**src/rtl/aes_core_arbiter.sv**
```systemverilog
// Round-robin arbiter sharing one AES-128 core between two requesters.
// Define AES_TIMEOUT_EN to add the RUN-state watchdog (and its TIMEOUT_CYC parameter).

module aes_core_arbiter #(
    parameter int DATA_W   = 128,
    parameter int CORE_GAP = 2
`ifdef AES_TIMEOUT_EN
    ,
    parameter int TIMEOUT_CYC = 64
`endif
) (
    input  logic              AES_clk,
    input  logic              AES_rst,
    input  logic              req0_valid,
    input  logic              req1_valid,
    output logic              req0_ready,
    output logic              req1_ready,
    input  logic [DATA_W-1:0] req0_data,
    input  logic [DATA_W-1:0] req1_data,
    input  logic [DATA_W-1:0] req0_key,
    input  logic [DATA_W-1:0] req1_key,
    output logic              rsp_valid,
    input  logic              rsp_ready,
    output logic              rsp_id,
    output logic [DATA_W-1:0] rsp_data,
    output logic              rsp_err,
    output logic              core_en,
    output logic [DATA_W-1:0] core_data_in,
    output logic [DATA_W-1:0] core_key_in,
    input  logic [DATA_W-1:0] core_data_out,
    input  logic              core_data_out_valid
);

    localparam int GAP_W = (CORE_GAP > 1) ? $clog2(CORE_GAP) : 1;
    localparam logic [GAP_W-1:0] GAP_LAST = GAP_W'(CORE_GAP - 1);

    typedef enum logic [1:0] {
        ST_IDLE = 2'd0,
        ST_RUN  = 2'd1,
        ST_RESP = 2'd2,
        ST_GAP  = 2'd3
    } state_t;

    state_t            state_r;
    logic              rr_ptr_r;
    logic              id_r;
    logic [GAP_W-1:0]  gap_cnt_r;
    logic              grant0_s;
    logic              grant1_s;
    logic              hs_s;
    logic [DATA_W-1:0] win_data_s;
    logic [DATA_W-1:0] win_key_s;

`ifdef AES_TIMEOUT_EN
    localparam int TO_W = (TIMEOUT_CYC > 1) ? $clog2(TIMEOUT_CYC) : 1;
    localparam logic [TO_W-1:0] TO_LAST = TO_W'(TIMEOUT_CYC - 1);
    logic [TO_W-1:0] to_cnt_r;
    logic            rsp_err_r;
    assign rsp_err = rsp_err_r;
`else
    assign rsp_err = 1'b0;
`endif

    // Grant selection: rr_ptr only breaks ties, a lone requester always wins.
    always_comb begin
        grant0_s   = req0_valid & (~rr_ptr_r | ~req1_valid);
        grant1_s   = req1_valid & (rr_ptr_r | ~req0_valid);
        hs_s       = (state_r == ST_IDLE) & (grant0_s | grant1_s);
        if (grant1_s) begin
            win_data_s = req1_data;
            win_key_s  = req1_key;
        end else begin
            win_data_s = req0_data;
            win_key_s  = req0_key;
        end
    end

    assign req0_ready = (state_r == ST_IDLE) & grant0_s;
    assign req1_ready = (state_r == ST_IDLE) & grant1_s;

    // Job sequencing FSM with registered core and response outputs.
    always_ff @(posedge AES_clk) begin
        if (AES_rst) begin
            state_r      <= ST_IDLE;
            rr_ptr_r     <= 1'b0;
            id_r         <= 1'b0;
            gap_cnt_r    <= '0;
            rsp_valid    <= 1'b0;
            rsp_id       <= 1'b0;
            rsp_data     <= '0;
            core_en      <= 1'b0;
            core_data_in <= '0;
            core_key_in  <= '0;
`ifdef AES_TIMEOUT_EN
            to_cnt_r     <= '0;
            rsp_err_r    <= 1'b0;
`endif
        end else begin
            case (state_r)
                ST_IDLE: begin
                    if (hs_s) begin
                        core_data_in <= win_data_s;
                        core_key_in  <= win_key_s;
                        id_r         <= grant1_s;
                        rr_ptr_r     <= ~grant1_s;
                        core_en      <= 1'b1;
                        state_r      <= ST_RUN;
`ifdef AES_TIMEOUT_EN
                        to_cnt_r     <= '0;
`endif
                    end
                end
                ST_RUN: begin
                    // A core result on the expiry cycle takes priority over the abort.
                    if (core_data_out_valid) begin
                        rsp_data  <= core_data_out;
                        rsp_id    <= id_r;
                        rsp_valid <= 1'b1;
                        core_en   <= 1'b0;
                        state_r   <= ST_RESP;
`ifdef AES_TIMEOUT_EN
                        rsp_err_r <= 1'b0;
`endif
                    end
`ifdef AES_TIMEOUT_EN
                    else if (to_cnt_r == TO_LAST) begin
                        rsp_data  <= '0;
                        rsp_id    <= id_r;
                        rsp_err_r <= 1'b1;
                        rsp_valid <= 1'b1;
                        core_en   <= 1'b0;
                        state_r   <= ST_RESP;
                    end else begin
                        to_cnt_r  <= to_cnt_r + TO_W'(1);
                    end
`endif
                end
                ST_RESP: begin
                    if (rsp_ready) begin
                        rsp_valid <= 1'b0;
                        gap_cnt_r <= '0;
                        state_r   <= ST_GAP;
                    end
                end
                ST_GAP: begin
                    if (gap_cnt_r == GAP_LAST) begin
                        state_r <= ST_IDLE;
                    end else begin
                        gap_cnt_r <= gap_cnt_r + GAP_W'(1);
                    end
                end
                default: begin
                    state_r <= ST_IDLE;
                end
            endcase
        end
    end

endmodule

```
**config.mk**
```make
export PLATFORM = sky130hd
export DESIGN_NAME = aes_core_arbiter
export DESIGN_NICKNAME = d
export VERILOG_FILES = /design/src/rtl/aes_core_arbiter.sv
export SDC_FILE = /design/constraint.sdc
export NUM_CORES = 1
export LEC_CHECK = 0
export CAP_MARGIN = 20
export CORE_AREA = 2 2 403 405
export CTS_BUF_LIST = sky130_fd_sc_hd__clkbuf_8
export DETAILED_ROUTE_END_ITERATION = 8
export DIE_AREA = 0 0 405 407
export PLACE_DENSITY = 0.41
export SLEW_MARGIN = 5
export SYNTH_ARGS = -nofsm -noshare
export SYNTH_HDL_FRONTEND = slang
export SYNTH_SLANG_ARGS = --single-unit
```
**constraint.sdc**
```tcl
create_clock -name AES_clk -period 2.6 [get_ports AES_clk]
set_clock_uncertainty 0.05 [all_clocks]
set_input_delay 0.39 -clock AES_clk [delete_from_list [all_inputs] [get_ports AES_clk]]
set_output_delay 0.39 -clock AES_clk [all_outputs]
set_load 0.01 [all_outputs]
```
==> summary.txt <==
Die ar. -> 165000 µm²
WL per Instance -> 24.9 µm
initial antenna violation count -> 73
IO Count -> 1036
Sw Pwr -> 0.00923 W
H-tree depth -> 3
Slew headroom -> 43.2%
Final period util -> 92.3%
Final Setup Violations -> 0
via count of the routed design -> 18.0k
dpl ws -> 0.0327 ns
Critical Path Max Stage Delay -> 0.83 ns
power after layout -> 0.0249 W
drt via density -> 3.70
pwr dens -> 824 nW/µm²
largest cells by area after synthesis -> dfxtp_1, a32oi_1, a21oi_1
chip height -> 407 µm
cell count after synthesis -> 1633
Port Buffers -> 1034
largest net degree at the start of global routing -> 133
Antenna Nets Post-Route -> 0
Worst EP arrival -> 1.96 ns
WS Path Type -> reg2out
FF-to-FF path depth -> 6
worst hold path type -> in2reg
VDD IR max -> 336 µV
final cell count without fillers -> 4872
commonest register cell after synthesis -> dfxtp_1
main combinational cell family by area after synthesis -> compound AO/OA/AOI/OAI gates
post-synth design cell area -> 15200 µm²
DRC errors left -> 0
DIE WIDTH -> 405 µm
TritonCTS buffer count -> 83
synthesized net count -> 2284
Simple-Gate Fraction of Synth Area -> 14.4%
Yosys top cell area share -> 51.7%
clock group share of total power -> 27.7%
gpl congestion -> 0.869
Synth Warn # -> 0
area leader, netlist -> dfxtp_1
Crit-path slowest cell -> clkdlybuf4s50_1
Worst path depth -> 1
mux contribution to synthesized area -> 0.132%
crit path launch type -> flop
Sink Count -> 392
ratio of cells with drive above 1 in the final layout -> 7.92%
XOR/XNOR Fraction of Synth Area -> 0%
Mean Syn Cell Area -> 9.30 µm²
GR Overflow Total -> 0
WP data required -> 2.16 ns
drt first pass iters -> 7
FMAX -> 417 MHz
fraction of the mapped netlist area in adder cells -> 0.412%
Tmin final -> 2.40 ns
Placed Cells incl. Taps -> 4712
Finished Core Util -> 18.9%
nets@finish -> 3297
Net Sw Frac -> 37.0%
Core ar. -> 160000 µm²
hold_ws -> 0.142 ns
Yosys reg bits -> 392
sequential-to-total area share from yosys stat -> 51.7%
Seq pwr share -> 32.2%
Top Family by Delay on Critical Path -> buffers and inverters
synth unique cells -> 32
outcome -> finished clean
max-slew violation count -> 0
Compound-Gate Fraction of Synth Area -> 28.1%
Max Buffers Root-to-Sink -> 3
row cnt -> 147
post-layout worst setup margin -> 0.200 ns
Worst Path Max Fanout -> 2
fill count -> 17.9k
Crit. End Element -> primary output
Clock Pin Slew Worst Setup and Hold Paths -> 0.06 ns
power share of the combinational group -> 40.1%
P&R area growth vs syn -> 99.3%
Worst Tran Pin Value -> 0.831 ns
vias in the first global route -> 17.9k
Buf+Inv Stages, Crit Path -> 1
static leakage -> 10.0 nW
drt total wl -> 121000 µm
crit-path cells -> clkdlybuf4s50_1
Post-synth EDFFs -> 0
ys async rst share -> 0%
DRT iter0 DRCs -> 1235
final HPWL from detailed placement -> 98100 µm
Tot GR Track Use -> 14.0%
Initial Util -> 9.48%
max cap viols -> 0
first-pass GRT wire length -> 159000 µm
Root Driver -> clkbuf_8
CTS tree -> yes
Hold Path Cell Cnt -> 3
internal power -> 0.0157 W
clk_lat worst skew -> 0.75 ns
Final Hold Fails -> 0
cells by family after synthesis:
kind of cell / after synthesis
simple gates: 461
other cells: 1
fa+ha+maj: 5
buf+inv: 193
mux: 2
compound gates: 579
flops: 392
power by group through the flow:
stage | Clock, W | Combinational [W] | Sequential [W]
6_report | 0.00691 | 0.0100 | 0.00803
2_1_floorplan | 0 | 0.00343 | 0.00850
4_1_cts | 0.00727 | 0.0102 | 0.00803
3_3_place_gp | 0 | 0.0101 | 0.00812
3_5_place_dp | 0 | 0.0101 | 0.00812
5_1_grt | 0.00745 | 0.0107 | 0.00816
cell usage after synthesis, types with 2 or more instances:
cell type	number
ha_1	5
nand3_1	100
nor2b_1	2
a32oi_1	180
o21ai_0	2
a21oi_1	233
mux2i_1	2
nand2b_1	6
nor3b_1	77
and2_1	3
o21bai_1	2
nor2_1	4
a221o_1	76
nand2_1	265
dfxtp_1	392
buf_1	8
buf_4	7
clkbuf_1	143
inv_1	4
buf_2	31
o2bb2ai_1	80
stage by stage:
step | area [µm²] | setup TNS [ns]
after global placement | 28500 | 0
final | 30300 | 0
after detailed placement | 28500 | 0
after CTS | 30200 | -0.00584
after global routing | 30200 | -0.0133
after floorplan | 15200 | 0
per-layer routing:
| layer | track usage, % | routed length [µm] | vias to the layer above |
|---|---|---|---|
| met3 | 4.29 | 9640 | 220 |
| met4 | 3.52 | 2830 | 38 |
| met1 | 17.6 | 51200 | 8712 |
| li1 | - | - | 8216 |
| met2 | 23.2 | 57300 | 828 |
| met5 | 0 | 251 | - |
layout by cell type, fill, tap and decap left out, types with 3 or more instances in the layout:
master,Yosys,routed
clkdlybuf4s50_1,0,1029
dfxtp_1,392,391
nand2_1,265,263
a21oi_1,233,233
a32oi_1,180,180
clkbuf_8,0,106
nand3_1,100,100
o2bb2ai_1,80,80
nor3b_1,77,76
a221o_1,76,76
buf_4,7,48
buf_12,0,30
inv_1,4,28
diode_2,0,9
dlygate4sd3_1,0,8
nand2b_1,6,4
ha_1,5,4
clkinv_2,0,4
and2_4,0,3
registers in the layout, summed over array words and instances, names as in the netlist:
register,cells
state_r,2
core_en,1
rsp_valid,1
gap_cnt_r,1
core_key_in,128
id_r,1
rr_ptr_r,1
rsp_id,1
rsp_data,128
core_data_in,128
path summary, 6_finish.rpt:
| check | start | end | slack, ns |
|---|---|---|---|
| worst max-delay path | core_key_in[96]$_SDFFE_PP0P_ | core_key_in[96] | 0.20 |
| worst max register to register | state_r[0]$_SDFFE_PP0P_ | state_r[0]$_SDFFE_PP0P_ | 0.49 |
| worst min-delay path | req1_key[97] | core_key_in[97]$_SDFFE_PP0P_ | 0.14 |
| worst min register to register | rsp_data[0]$_SDFFE_PP0P_ | rsp_data[0]$_SDFFE_PP0P_ | 0.40 |
layout make-up:
| class | instances | area [µm²] | area share [%] |
|---|---|---|---|
| Timing Repair Buffer | 1117 | 11400 | 37.6 |
| Sequential cell | 392 | 7850 | 25.9 |
| Multi-Input combinational cell | 1048 | 6650 | 22.0 |
| Tap cell | 2160 | 2700 | 8.93 |
| Clock buffer | 106 | 1460 | 4.82 |
| Clock inverter | 36 | 190 | 0.629 |
| Antenna cell | 9 | 22.5 | 0.0744 |
| Inverter | 4 | 15.0 | 0.0496 |
repair_timing:
| item | in CTS | in global routing |
|---|---|---|
| pin swaps | 0 | 0 |
| resized for setup | 5 | 2 |
| hold endpoints to repair | 33 | 0 |
| setup buffers | 1 | 0 |
| setup endpoints to repair | 3 | 1 |
| hold buffers | 8 | 0 |
worst register-to-register path, stage by stage (launching register included):
cell	delay (ns)
dfxtp_1	0.41
inv_2	0.09
ha_4	0.20
nor3b_2	0.16
buf_4	0.16
a2111oi_0	0.70
mux2i_1	0.26
Power figures use the tool's default switching activity.
